`src/rtl/lcd_timing_ctrl.sv`:
```
// rtl/lcd_timing_ctrl.sv - raster timing sequencer for the LCD output stage
// Generates sync, active qualifier, STN read / TFT request, frame sequencing and underflow.
module lcd_timing_ctrl #(
  parameter int HW = 10,
  parameter int VW = 10
) (
  input  logic          clk,
  input  logic          reset,
  input  logic          enable,
  input  logic          tft,
  input  logic [HW-1:0] ppl,
  input  logic [HW-1:0] hsw,
  input  logic [HW-1:0] hbp,
  input  logic [HW-1:0] hfp,
  input  logic [VW-1:0] lpp,
  input  logic [VW-1:0] vsw,
  input  logic [VW-1:0] vbp,
  input  logic [VW-1:0] vfp,
  input  logic          ihs,
  input  logic          ivs,
  input  logic          stn_empty,
  input  logic          clr_unf,
  output logic          hsync,
  output logic          vsync,
  output logic          active,
  output logic          read,
  output logic          tft_req,
  output logic          frame_done,
  output logic          underflow,
  output logic          busy
);

  localparam logic [0:0] IDLE = 1'b0;
  localparam logic [0:0] RUN  = 1'b1;

  localparam logic [1:0] PH_SYNC = 2'd0;
  localparam logic [1:0] PH_BP   = 2'd1;
  localparam logic [1:0] PH_ACT  = 2'd2;
  localparam logic [1:0] PH_FP   = 2'd3;

  localparam logic [HW-1:0] HONE = 1;
  localparam logic [VW-1:0] VONE = 1;

  logic [0:0]    state, nstate;
  logic [1:0]    hph, vph, nhph, nvph;
  logic [HW-1:0] hcnt, nhcnt, hlen;
  logic [VW-1:0] vcnt, nvcnt, vlen;
  logic [HW-1:0] ppl_s, hsw_s, hbp_s, hfp_s;
  logic [VW-1:0] lpp_s, vsw_s, vbp_s, vfp_s;
  logic          ihs_s, ivs_s, tft_s;
  logic          hs_q, vs_q, act_q, fd_q, unf_q;
  logic          h_last, v_last, load, run_n;

  always_comb begin
    case (hph)
      PH_SYNC: hlen = hsw_s;
      PH_BP:   hlen = hbp_s;
      PH_ACT:  hlen = ppl_s;
      default: hlen = hfp_s;
    endcase
    case (vph)
      PH_SYNC: vlen = vsw_s;
      PH_BP:   vlen = vbp_s;
      PH_ACT:  vlen = lpp_s;
      default: vlen = vfp_s;
    endcase
    h_last = (hcnt == hlen);
    v_last = (vcnt == vlen);

    nstate = state;
    nhph   = hph;
    nvph   = vph;
    nhcnt  = hcnt;
    nvcnt  = vcnt;
    if (state == IDLE) begin
      nhph  = PH_SYNC;
      nvph  = PH_SYNC;
      nhcnt = '0;
      nvcnt = '0;
      if (enable) nstate = RUN;
    end else begin
      if (h_last) begin
        nhcnt = '0;
        nhph  = hph + 2'd1;
      end else begin
        nhcnt = hcnt + HONE;
      end
      if (h_last && hph == PH_FP) begin
        if (v_last) begin
          nvcnt = '0;
          nvph  = vph + 2'd1;
        end else begin
          nvcnt = vcnt + VONE;
        end
      end
      // The last frame position wraps naturally to the first; only the FSM decides to stop.
      if (fd_q && !enable) nstate = IDLE;
    end

    load  = ((state == IDLE) && enable) || fd_q;
    run_n = (nstate == RUN);
  end

  // Output flops are loaded from the next position so they line up with the counters.
  always_ff @(posedge clk or posedge reset) begin
    if (reset) begin
      state <= IDLE;
      hph   <= PH_SYNC;
      vph   <= PH_SYNC;
      hcnt  <= '0;
      vcnt  <= '0;
      ppl_s <= '0;
      hsw_s <= '0;
      hbp_s <= '0;
      hfp_s <= '0;
      lpp_s <= '0;
      vsw_s <= '0;
      vbp_s <= '0;
      vfp_s <= '0;
      ihs_s <= 1'b0;
      ivs_s <= 1'b0;
      tft_s <= 1'b0;
      hs_q  <= 1'b0;
      vs_q  <= 1'b0;
      act_q <= 1'b0;
      fd_q  <= 1'b0;
      unf_q <= 1'b0;
    end else begin
      state <= nstate;
      hph   <= nhph;
      vph   <= nvph;
      hcnt  <= nhcnt;
      vcnt  <= nvcnt;
      if (load) begin
        ppl_s <= ppl;
        hsw_s <= hsw;
        hbp_s <= hbp;
        hfp_s <= hfp;
        lpp_s <= lpp;
        vsw_s <= vsw;
        vbp_s <= vbp;
        vfp_s <= vfp;
        ihs_s <= ihs;
        ivs_s <= ivs;
        tft_s <= tft;
      end
      hs_q  <= run_n && (nhph == PH_SYNC);
      vs_q  <= run_n && (nvph == PH_SYNC);
      act_q <= run_n && (nhph == PH_ACT) && (nvph == PH_ACT);
      fd_q  <= run_n && (nhph == PH_FP) && (nhcnt == hfp_s) &&
               (nvph == PH_FP) && (nvcnt == vfp_s);
      if (read && stn_empty) unf_q <= 1'b1;
      else if (clr_unf)      unf_q <= 1'b0;
    end
  end

  // Idle polarity follows the live ihs/ivs so the inactive level is correct straight out of reset.
  assign busy       = (state == RUN);
  assign hsync      = hs_q ^ (busy ? ihs_s : ihs);
  assign vsync      = vs_q ^ (busy ? ivs_s : ivs);
  assign active     = act_q;
  assign read       = act_q & ~tft_s;
  assign tft_req    = act_q & tft_s;
  assign frame_done = fd_q;
  assign underflow  = unf_q;

endmodule

```
`config.mk`:
```
export PLATFORM = sky130hd
export DESIGN_NAME = lcd_timing_ctrl
export DESIGN_NICKNAME = d
export VERILOG_FILES = /design/src/rtl/lcd_timing_ctrl.sv
export SDC_FILE = /design/constraint.sdc
export NUM_CORES = 1
export LEC_CHECK = 0
export CAP_MARGIN = 20
export CELL_PAD_IN_SITES_DETAIL_PLACEMENT = 1
export CELL_PAD_IN_SITES_GLOBAL_PLACEMENT = 1
export CORE_MARGIN = 5
export CORE_UTILIZATION = 48
export CTS_BUF_LIST = sky130_fd_sc_hd__clkbuf_2
export DETAILED_ROUTE_END_ITERATION = 10
export PLACE_DENSITY = 0.95
export REMOVE_ABC_BUFFERS = 1
export SKIP_LAST_GASP = 1
export SYNTH_ARGS = -nofsm -noshare
export SYNTH_HDL_FRONTEND = slang
export SYNTH_SLANG_ARGS = --single-unit
```
`constraint.sdc`:
```
create_clock -name clk -period 6.9 [get_ports clk]
set_input_delay 1.38 -clock clk [delete_from_list [all_inputs] [get_ports clk]]
set_output_delay 1.38 -clock clk [all_outputs]
set_load 0.02 [all_outputs]
```
==> results.md <==
- The arrival time at the worst endpoint is ~4900 ps.
- The worst pin sits at a relative slew slack of 0.463.
- The power after layout is between 1.5 and 2 mW.
- The detailed router finished its first iteration with 291 violations.
- The routed layout has between 4000 and 5000 vias.
- The routed wire length per instance is between 20 and 25 um.
- Power spread over the standard cell area amounts to 249 nW/um^2.
- The mapped netlist covers a little under 6000 um^2.
- The final worst-path cycle share is 0.627.
- The highest fanout seen on the critical path is 15.
- The maximum frequency from static timing analysis is between 200 and 250 MHz.
- The count of buffers inserted at the top-level ports is 95.
- The class of the most critical setup path is reg2reg.
- IR analysis of the VDD net gives a maximum drop of around 0.11 mV.
- The number of antenna violations at the first check in global routing is 0.
- In this run the top signal layer used is met4.
- The clock tree from TritonCTS is built.
- Summed over all nets, the switching power comes to roughly 0.63 mW.
- The portion of total power attributed to sequential cells is 0.468.
- Counting flops with an async set or reset pin after synthesis yields a share of 1.00.
- The die extent in x is 121 um.
- Yosys printed 0 warnings.
- The setup TNS is 0 ps.
- Across the whole layout, storage elements account for 2830 um^2.
- The final weighted congestion in routability-driven placement is about 0.95.
- After routing the design area is just over 7000 um^2.
- Across the run, the number of max-cap violations was 0.
- Wire segments on met2 add up to approximately 8700 um in the final route.
- The flow ran to the end, and the final reports show no timing, DRC or antenna violations.
- The number of slew-limit violations in the final report is 0.
- The global router's overall resource usage is 0.229.
- The post-route minimum period is about 4300 ps.
- The clock latency at the later pin of the worst-skew pair is 700 ps.
- The internal portion of the total power is 1.15 mW.
- Of the cells placed in the final design, the portion with a size suffix greater than 1 is 0.201.
- The critical path data required time is 7490 ps.
- The die covers about 15000 um^2.
- The hold buffer count at cts is 0.
- Clock-pin slew was measured on the worst setup and hold paths at 150 ps.
- The effective utilization at floorplan is 0.489.
- CTS built an H-tree with a depth of 4.
- The share of the Yosys chip area taken by registers is 0.482.
- The standard-cell row count is 40.
- The length of routed wiring on met1 is 5980 um.
- The post-synthesis average cell area is roughly 12 um^2.
- Counting along the longest clock path gives a buffer depth of 2.
- The part of the power in the clock network is 0.227.
- The count of fill cells added during filler insertion is roughly 1300.
- The remaining number of nets flagged by the antenna check after routing is 0.
- The die is around 120 um tall.
- The detail-routed via count per cell is ~5.9.
- The static leakage power is ~3.1 nW.
- The final number of setup-violating endpoints is 0.
- The detailed-routing iteration count for the pre-antenna-repair pass is 6.
- The HPWL after detailed placement is 12000 um.
- Of the total power, the share spent switching nets is 0.353.
- The actual transition at the worst max-transition pin is 805 ps.
- The wire length on met3 is 698 um.
- The number of library cell types mapped by synthesis is 50.
- The total cell area at the placement stage is between 6000 and 7000 um^2.
- The type of the most critical hold path is reg2reg.
- The hold violation total from the final report is 0.
- The number of placed I/O pins is 96.
- The global-route wire length before repair is between 20000 and 30000 um.
- The number of antenna diodes in the final layout is 0.
- The library cells used most frequently in the layout, excluding fill and tap cells, are 113 x sky130_fd_sc_hd__dfrtp_1, 95 x sky130_fd_sc_hd__clkdlybuf4s50_1, 83 x sky130_fd_sc_hd__mux2_2, 34 x sky130_fd_sc_hd__xnor2_1, 33 x sky130_fd_sc_hd__inv_1.
- The library cell used most frequently in the layout, excluding fill and tap cells, is sky130_fd_sc_hd__dfrtp_1.
- The core region area is around 12000 um^2.
- The tree built by TritonCTS fans out to ~110 sinks.
- For this run, design rule violations remaining after detail routing come to 0.
- The tree is rooted in a sky130_fd_sc_hd__clkbuf_2.
- The number of instances in the synthesized netlist is about 500.
- Setup repair after global routing left no endpoint under its margin.
- The number of global-route vias before repair was between 5000 and 6000.
- The pin count of the biggest net entering global routing is 64.
- The total overflow left after global routing is 0.
- The number of synthesized flops with an enable pin is 0.
- The final-stage net count is between 600 and 700.
- The final setup skew is 19.1 ps.
- The type of element capturing the critical path is a register.
- The share of total power dissipated in combinational logic is 0.305.
- Summing all multi-input logic gate instances after layout gives approximately 2800 um^2.
- The commonest register cell after synthesis is sky130_fd_sc_hd__dfrtp_1.
- Clock tree synthesis inserted a total of 17 buffers.
- The synthesis-to-finish area growth is 21.5%.
- The startpoint type of the worst setup path is a register.
- The number of setup buffers added after CTS is 0.
- The number of flip-flops and latches in the synthesized netlist is roughly 110.
- The post-CTS resize count is 0.
- The post-detailed-routing wire length is about 16000 um.
metrics by stage:
step	hold WS, ps	setup WS [ps]	instances	utilization
finish	526	2570	755	0.594
detailed placement	494	2650	724	0.577
global route	543	2280	755	0.594
floorplan	479	799	477	-
global placement	488	2810	723	0.575
CTS	529	2610	755	0.594
synth_stat cells, drive strengths merged (3+ instances only):
| master | n | area, um^2 |
|---|---|---|
| a21oi | 8 | 40.0 |
| a222oi | 20 | 200 |
| and3 | 3 | 18.8 |
| buf | 6 | 47.5 |
| clkbuf | 24 | 90.1 |
| dfrtp | 113 | 2830 |
| ha | 11 | 138 |
| inv | 34 | 128 |
| mux2 | 83 | 935 |
| mux2i | 24 | 240 |
| nand2 | 15 | 56.3 |
| nand3 | 11 | 55.1 |
| nand4 | 17 | 113 |
| nor2 | 30 | 113 |
| nor3 | 7 | 35.0 |
| nor4 | 7 | 58.8 |
| o21ai | 9 | 48.8 |
| o22ai | 3 | 18.8 |
| or3 | 4 | 25.0 |
| xnor2 | 34 | 298 |
| xor2 | 12 | 105 |
final cells by class:
type,count,area share
flip-flops and latches,113,0.397
multi-input cells,330,0.391
repair buffers,100,0.140
well taps,147,0.0258
inverters,34,0.0182
clock buffers,21,0.0147
clock inverters,10,0.0132
logic make-up (layout without fill, tap and decap cells):
kind of cell | Yosys count | in the layout | share of synthesized area
DFF | 113 | 113 | 0.482
AOI/OAI and AO/OA | 65 | 65 | 0.0906
xor gates and xnor gates | 46 | 46 | 0.0686
muxes | 107 | 107 | 0.200
adders and majority gates | 11 | 11 | 0.0234
and+or+nand+nor | 101 | 101 | 0.0904
buffers and inverters | 64 | 165 | 0.0452
metal layers:
metal  GRT usage  vias up
li1            -     2012
met1       0.246     2263
met2       0.426      116
met3      0.0636       38
met4      0.0843        0
met5           0        -
sequential cells by signal (all words and copies together), names as in the netlist, 2 cells and up:
name,cells
vph,2
hph,2
vfp_s,10
vcnt,10
lpp_s,10
hcnt,10
vsw_s,10
vbp_s,10
ppl_s,10
hfp_s,10
hsw_s,10
hbp_s,10
power by group through the flow:
stage / Sequential, mW / Clock [mW] / Combinational [mW]
CTS: 0.830 / 0.415 / 0.541
detailed placement: 0.842 / 0 / 0.535
finish: 0.831 / 0.402 / 0.541
floorplan: 0.807 / 0 / 0.372
global route: 0.842 / 0.446 / 0.592
global placement: 0.834 / 0 / 0.503
final timing paths:
kind                            slack, ps    endpoint     start  depth (start not counted)
worst max-delay path                 2570  frame_done    hph[0]                         12
worst min-delay path                  530    vbp_s[9]  vbp_s[9]                          1
worst max register to register       2570  frame_done    hph[0]                         12
worst min register to register        530    vbp_s[9]  vbp_s[9]                          1
max in group asynchronous            4550    hfp_s[3]     reset                          3
min in group asynchronous            1100    lpp_s[8]     reset                          2
critical path: stages (launching register included):
cell and delay, ps:
sky130_fd_sc_hd__dfrtp_1 500, sky130_fd_sc_hd__inv_1 130, sky130_fd_sc_hd__ha_1 350, sky130_fd_sc_hd__a222oi_1 440, sky130_fd_sc_hd__mux2i_1 180, sky130_fd_sc_hd__xnor2_1 170, sky130_fd_sc_hd__nand4_1 320, sky130_fd_sc_hd__or4_4 610
sky130_fd_sc_hd__o21ai_2 550, sky130_fd_sc_hd__o21ai_1 180, sky130_fd_sc_hd__a2111oi_2 310, sky130_fd_sc_hd__nand4_1 150, sky130_fd_sc_hd__a2111oi_2 330
Power figures use the tool's default switching activity.
